$ cat src/rtl/qam16_symbol_mapper.sv
// QAM16 symbol mapper: collects serial bits into nibbles, Gray-maps them to I/Q levels,
// and emits one registered, zero-stuffed impulse every SPS clocks for the shaping filter.
module qam16_symbol_mapper #(
    parameter int DW  = 8,
    parameter int AMP = 32,
    parameter int SPS = 8
) (
    input  logic                 CLK,
    input  logic                 Rst,
    input  logic                 en,
    input  logic                 bit_in,
    input  logic                 bit_valid,
    output logic                 bit_ready,
    output logic signed [DW-1:0] i_out,
    output logic signed [DW-1:0] q_out,
    output logic                 sym_strobe,
    output logic                 underrun
);

    typedef enum logic [1:0] {
        IDLE = 2'd0,
        FILL = 2'd1,
        RUN  = 2'd2
    } state_t;

    localparam logic [7:0]           PHASE_LAST = 8'(SPS - 1);
    localparam logic signed [DW-1:0] LVL_1      = DW'(AMP);
    localparam logic signed [DW-1:0] LVL_3      = DW'(3 * AMP);

    // Gray order keeps adjacent constellation points one bit apart.
    function automatic logic signed [DW-1:0] gray_level(input logic [1:0] g);
        unique case (g)
            2'b00:   return -LVL_3;
            2'b01:   return -LVL_1;
            2'b11:   return LVL_1;
            default: return LVL_3;
        endcase
    endfunction

    state_t                state_q, state_d;
    logic [1:0]            cnt_q, cnt_d;
    logic [2:0]            shreg_q, shreg_d;
    logic [3:0]            nibble_q, nibble_d;
    logic                  nib_full_q, nib_full_d;
    logic [7:0]            phase_q, phase_d;
    logic signed [DW-1:0]  i_q, i_d;
    logic signed [DW-1:0]  q_q, q_d;
    logic                  strobe_q, strobe_d;
    logic                  under_q, under_d;

    logic slot;
    logic consume;
    logic accept;

    assign slot      = (state_q == RUN) && (phase_q == 8'd0);
    assign consume   = slot && nib_full_q;
    assign bit_ready = (state_q != IDLE) && (!nib_full_q || consume);
    assign accept    = bit_valid && bit_ready;

    // NOTE: every next-state signal takes its hold/default value first, so no path leaves one unassigned (no latches).
    always_comb begin
        state_d    = state_q;
        cnt_d      = cnt_q;
        shreg_d    = shreg_q;
        nibble_d   = nibble_q;
        nib_full_d = nib_full_q;
        phase_d    = phase_q;
        i_d        = '0;
        q_d        = '0;
        strobe_d   = 1'b0;
        under_d    = 1'b0;

        unique case (state_q)
            IDLE:    if (en) state_d = FILL;
            FILL:    if (accept && cnt_q == 2'd3) state_d = RUN;
            RUN:     state_d = RUN;
            default: state_d = IDLE;
        endcase

        if (state_q == RUN) begin
            phase_d = (phase_q == PHASE_LAST) ? 8'd0 : phase_q + 8'd1;
        end

        // Consume first so a nibble completing in the same cycle keeps nib_full set.
        if (consume) nib_full_d = 1'b0;
        if (accept) begin
            if (cnt_q == 2'd3) begin
                nibble_d   = {shreg_q, bit_in};
                nib_full_d = 1'b1;
                cnt_d      = 2'd0;
            end else begin
                shreg_d = {shreg_q[1:0], bit_in};
                cnt_d   = cnt_q + 2'd1;
            end
        end

        if (consume) begin
            i_d      = gray_level(nibble_q[3:2]);
            q_d      = gray_level(nibble_q[1:0]);
            strobe_d = 1'b1;
        end else if (slot) begin
            under_d = 1'b1;
        end

        if (!en) begin
            state_d    = IDLE;
            cnt_d      = 2'd0;
            shreg_d    = 3'd0;
            nibble_d   = 4'd0;
            nib_full_d = 1'b0;
            phase_d    = 8'd0;
            i_d        = '0;
            q_d        = '0;
            strobe_d   = 1'b0;
            under_d    = 1'b0;
        end
    end

    // NOTE: state registers use non-blocking assignments so all flops update together at the edge.
    always_ff @(posedge CLK or negedge Rst) begin
        if (!Rst) begin
            state_q    <= IDLE;
            cnt_q      <= 2'd0;
            shreg_q    <= 3'd0;
            nibble_q   <= 4'd0;
            nib_full_q <= 1'b0;
            phase_q    <= 8'd0;
            i_q        <= '0;
            q_q        <= '0;
            strobe_q   <= 1'b0;
            under_q    <= 1'b0;
        end else begin
            state_q    <= state_d;
            cnt_q      <= cnt_d;
            shreg_q    <= shreg_d;
            nibble_q   <= nibble_d;
            nib_full_q <= nib_full_d;
            phase_q    <= phase_d;
            i_q        <= i_d;
            q_q        <= q_d;
            strobe_q   <= strobe_d;
            under_q    <= under_d;
        end
    end

    assign i_out      = i_q;
    assign q_out      = q_q;
    assign sym_strobe = strobe_q;
    assign underrun   = under_q;

endmodule

$ cat config.mk
export PLATFORM = sky130hd
export DESIGN_NAME = qam16_symbol_mapper
export DESIGN_NICKNAME = d
export VERILOG_FILES = /design/src/rtl/qam16_symbol_mapper.sv
export SDC_FILE = /design/constraint.sdc
export NUM_CORES = 1
export LEC_CHECK = 0
export BUFFER_PORTS_ARGS = -buffer_cell sky130_fd_sc_hd__buf_4
export CAP_MARGIN = 20
export CORE_MARGIN = 1.5
export CORE_UTILIZATION = 30
export CTS_CLUSTER_SIZE = 16
export DETAILED_ROUTE_END_ITERATION = 16
export GPL_TIMING_DRIVEN = 1
export PLACE_DENSITY = 0.56
export SYNTH_ARGS = -nofsm -noshare
export SYNTH_HDL_FRONTEND = slang
export SYNTH_SLANG_ARGS = --single-unit
$ cat constraint.sdc
create_clock -name CLK -period 2.3 [get_ports CLK]
set_input_delay 0.46 -clock CLK [delete_from_list [all_inputs] [get_ports CLK]]
set_output_delay 0.46 -clock CLK [all_outputs]
set_load 0.005 [all_outputs]
## After elaboration in Yosys (flattened, before gate mapping)

Index checks and enable logic that the tools add are counted.

- Add/subtract/negate cells: 2
- Equality and inequality tests: 13
- Muxes and demuxes: 30
- Reduce and logical (&&, ||, !) cells: 14

Operators by type and width:

| operator | number |
|---|---|
| 2-to-1 mux 8 bit | 7 |
| one-hot mux 8 bit (3 select lines) | 2 |
| 2-to-1 mux 4 bit | 3 |
| 2-to-1 mux 2 bit | 5 |
| 2-to-1 mux 1 bit | 9 |
| 2-to-1 mux 3 bit | 3 |
| adder 8 x 1 -> 8 bit (second input constant) | 1 |
| == test 2 bit (second input constant) | 4 |
| == test 8 x 3 -> 1 bit (second input constant) | 1 |
| zero test 8 bit | 1 |
| == test 2 x 1 -> 1 bit (second input constant) | 3 |
| zero test 2 bit | 3 |
| != test 2 x 1 -> 1 bit (second input constant) | 3 |
| one-hot mux 2 bit (3 select lines) | 1 |
| logical AND 1 bit | 5 |
| AND reduction 2 bit | 2 |
| != test 3 bit (second input constant) | 1 |
| adder 2 x 1 -> 2 bit (second input constant) | 1 |
| != test 2 bit (second input constant) | 1 |
| nonzero test 2 bit | 1 |
| zero test 1 bit | 1 |
| logical OR 1 bit | 1 |

- Register bits after elaboration: 38
- Bits of input ports: 5
- Output and inout port bits: 19
- Word-level logic and storage cells: 69

## Logic depth before layout (Yosys ltp)

- Word-level depth: 10
- Mapped depth: 7

## Worst setup path before layout

No wires, ideal clock.

- Path kind: flip-flop to flip-flop
- From: register phase_q[0]
- To: register shreg_q[0]
- Library setup time: 0.124 ns
- Arrival: 1.611 ns
- Setup slack: 0.565 ns
- Stages on the path, launching flop included: 8
- Period minus slack after synthesis: 1.735 ns
- Cell sequence: dfrtp_1 inv_1 ha_1 nor4b_4 a41oi_4 or3_1 buf_2 mux2i_1

- Longest elaborated chain between the ends: 8

Ends and longest elaborated chain:

| element | line | RTL |
|---|---|---|
| from (decl) | 45 | `logic [7:0] phase_q, phase_d;` |
| from (signal assigned) | 138 | `phase_q <= phase_d;` |
| zero test 8 bit | 55 | `assign slot = (state_q == RUN) && (phase_q == 8'd0);` |
| logical AND 1 bit | 55 |  |
| logical AND 1 bit | 56 | `assign consume = slot && nib_full_q;` |
| logical OR 1 bit | 57 | `assign bit_ready = (state_q != IDLE) && (!nib_full_q \|\| consume);` |
| logical AND 1 bit | 57 |  |
| logical AND 1 bit | 58 | `assign accept = bit_valid && bit_ready;` |
| != test 2 x 1 -> 1 bit (no line) | -- |  |
| AND reduction 2 bit (no line) | -- |  |
| to (signal assigned) | 135 | `shreg_q <= shreg_d;` |
| to (decl) | 42 | `logic [2:0] shreg_q, shreg_d;` |

No other way between the ends.
A chain may end at the register's enable or synchronous reset.

## Worst setup path after layout

- From: register phase_q[1]
- To: output port bit_ready

- Longest elaborated chain between the ends: 5

Ends and longest elaborated chain:

| element | line | RTL |
|---|---|---|
| zero test 8 bit | 55 |  |
| logical AND 1 bit | 55 |  |
| logical AND 1 bit | 56 |  |
| logical OR 1 bit | 57 |  |
| logical AND 1 bit | 57 |  |
| to (decl) | 13 | `output logic bit_ready,` |

No other way between the ends.

==> flow_metrics.tcl <==
set metrics [dict create \
    drive_gt1_frac 0.122 \
    detail_route.vias_per_cell 4.11 \
    clkSinkCount 26 \
    htreeDepth 1 \
    cts_hold_buf 0 \
    syn_area_per_cell_um2 10.0 \
    grt_pass1_vias 911 \
    reg2reg_depth 6 \
    core_mm2 0.00472 \
    grt_max_degree 27 \
    cp.depth 6 \
    finClkSkew_ns 0.00591 \
    grt.total_usage 0.0992 \
    cp_slowest_cell "dfrtp_1" \
    io_buffers 13 \
    yosysSeqAreaShare 0.445 \
    rr_endpoint "shreg_q[2]$_DFFE_PN0P_" \
    cts-root-buf "clkbuf_8" \
    dp_hpwl_um 1660 \
    row_count 25 \
    end_kind "primary output" \
    synthTopCellsByArea "dfrtp_1 44%, ha_1 10%, mux2i_1 6.2%, buf_4 6.2%, nand2_1 4.1%" \
    area_delta_synth_final_pct 11.1 \
    finalSetupTns_ns 0 \
    critical-path-top-delay-family "flip-flops" \
    fin_crit_ns 2.11 \
    ir_worst_vdd_mv 0.284 \
    ys_async_sr_fraction 1.00 \
    io_pins 24 \
    final_area_mm2 0.00163 \
    syn_inst 146 \
    finalHoldViolations 0 \
    grt.overflow.total 0 \
    p_int_uw 767 \
    clk_pin_slew_worst_paths_ns 0.10 \
    status "finished clean" \
    initial_utilization 0.310 \
    r2r_slack_ns 0.46 \
    cts-resized-gates 0 \
    path_cells "inv_1, ha_1, nor4b_4, a41oi_4, nor2_1, buf_4" \
    fmax_ghz 0.474 \
    worstPathRequired_ns 1.84 \
    antenna_found_initial 0 \
    clock_latency_ns 0.27 \
    cp.arrival_ns 1.65 \
    synth_area_mm2 0.00146 \
    regToRegStartpoint "phase_q[1]$_DFFE_PN0P_" \
    p_total_uw 1080 \
    place_area_mm2 0.00157 \
    post_cts_buffers 0 \
    synth_common_cells "26 x dfrtp_1, 16 x nand2_1, 13 x inv_1" \
    drv_cap 0 \
    routed_wl_um 2300 \
    fin_util 0.344 \
    grt_pass1_wl_um 4120 \
    critPathMaxFanout 9 \
    ys_ff_latch 26 \
    rsz0062_at_grt "false" \
    min_period_over_period 0.917 \
    vias 916 \
    ys_types 31 \
    cts_buffers 3 \
    drt_iter0_markers 25 \
    gp_congestion 0.695 \
    synth_top_cell_by_area "dfrtp_1" \
    drc 0 \
    dieWidth_um 72.8 \
    synth_edf_count 0 \
    switching_share 0.290 \
    p_clk_frac 0.277 \
    clock_path_buffers 2 \
    slowest_delay_ns 0.43 \
    die_y_um 72.8 \
    dieArea_mm2 0.00530 \
    cts_tree "built" \
    yosysMostFrequentCell "dfrtp_1" \
    p_sw_uw 313 \
    avgRoutedWirePerCell_um 10.3 \
    seqPwrFrac 0.479 \
    crit_buf_inv 2 \
    antenna_cells 0 \
    critPathLaunchType "flop" \
    setup_viol_count_final 0 \
    final_max_slew_viol_count 0 \
    yosys_warnings 0 \
    antenna_left 0 \
    critPathKind "flop to primary output" \
    pwr-share-comb 0.243 \
    ys.flop_type "dfrtp_1" \
    synth_top_cell_area_share 0.445 \
    worstHoldPathType "primary input to async pin" \
    p_leak_uw 0.000769 \
    firstDrtPassIters 4 \
    p_per_area_mw_per_mm2 664 \
    num-nets-final 174 \
]
cell families (layout without fill, tap and decap cells):
group	count (synthesis)	count (layout)	share of synthesized area
buffers and inverters	29	30	0.107
AOI/OAI and AO/OA	9	9	0.0513
adders and majority gates	12	12	0.103
DFF	26	26	0.445
xor gates and xnor gates	7	7	0.0419
other	1	10	0.00256
muxes	9	9	0.0616
and+or+nand+nor	53	53	0.188
area by class of cell:
type                       count  area, um2
fill                         494       3100
multi-input combinational    100        689
sequential                    26        651
timing repair buffer          13       97.6
tap                           67       83.8
clock buffer                   4       55.1
inverter                      13       48.8
how the worst max path moves through the flow:
stage,start,end
floorplan,phase_q[0]$_DFFE_PN0P_,shreg_q[0]$_DFFE_PN0P_
global placement,phase_q[0]$_DFFE_PN0P_,bit_ready
detailed placement,phase_q[0]$_DFFE_PN0P_,bit_ready
CTS,phase_q[0]$_DFFE_PN0P_,bit_ready
global route,phase_q[0]$_DFFE_PN0P_,bit_ready
finish,phase_q[1]$_DFFE_PN0P_,bit_ready
flip-flops by register name, summed over array words and instances (netlist names):
register	flops
cnt_q	2
nib_full_q	1
i_out	2
underrun	1
state_q	2
phase_q	8
shreg_q	3
sym_strobe	1
nibble_q	4
q_out	2
stage by stage:
step                      setup slack, ns  hold slack [ns]  cells
after detailed placement            0.477            0.401    219
after global routing               0.0555            0.106    223
after CTS                           0.165           0.0996    223
after floorplan                     0.565            0.164    155
after global placement              0.489            0.395    219
final                               0.191           0.0908    223
power groups by stage:
stage,sequential [uW],clock [uW],combinational (uW)
detailed placement,526,0,265
global route,522,331,298
global placement,525,0,266
finish,517,299,263
CTS,517,316,266
floorplan,522,0,210
layout by cell type (no fill, tap or decap), types with 2 or more instances in the layout:
master | synthesis | layout
dfrtp_1 | 26 | 26
nand2_1 | 16 | 16
inv_1 | 13 | 13
buf_4 | 12 | 13
nor2_1 | 12 | 12
ha_1 | 12 | 12
conb_1 | 1 | 10
mux2i_1 | 9 | 9
xnor2_1 | 6 | 6
nor3_1 | 4 | 4
nor2b_1 | 4 | 4
o21ai_0 | 4 | 4
and2_1 | 4 | 4
clkbuf_8 | 0 | 4
nand3_1 | 3 | 3
and3_1 | 2 | 2
nand4_1 | 2 | 2
routing by layer:
metal	global-route usage	vias up	routed length [um]
li1	-	470	-
met1	0.139	429	1200
met2	0.150	15	1000
met3	0.0207	2	73
met4	0.0377	0	21
met5	0	-	0
Note: power is estimated with default switching activity, not from simulation.
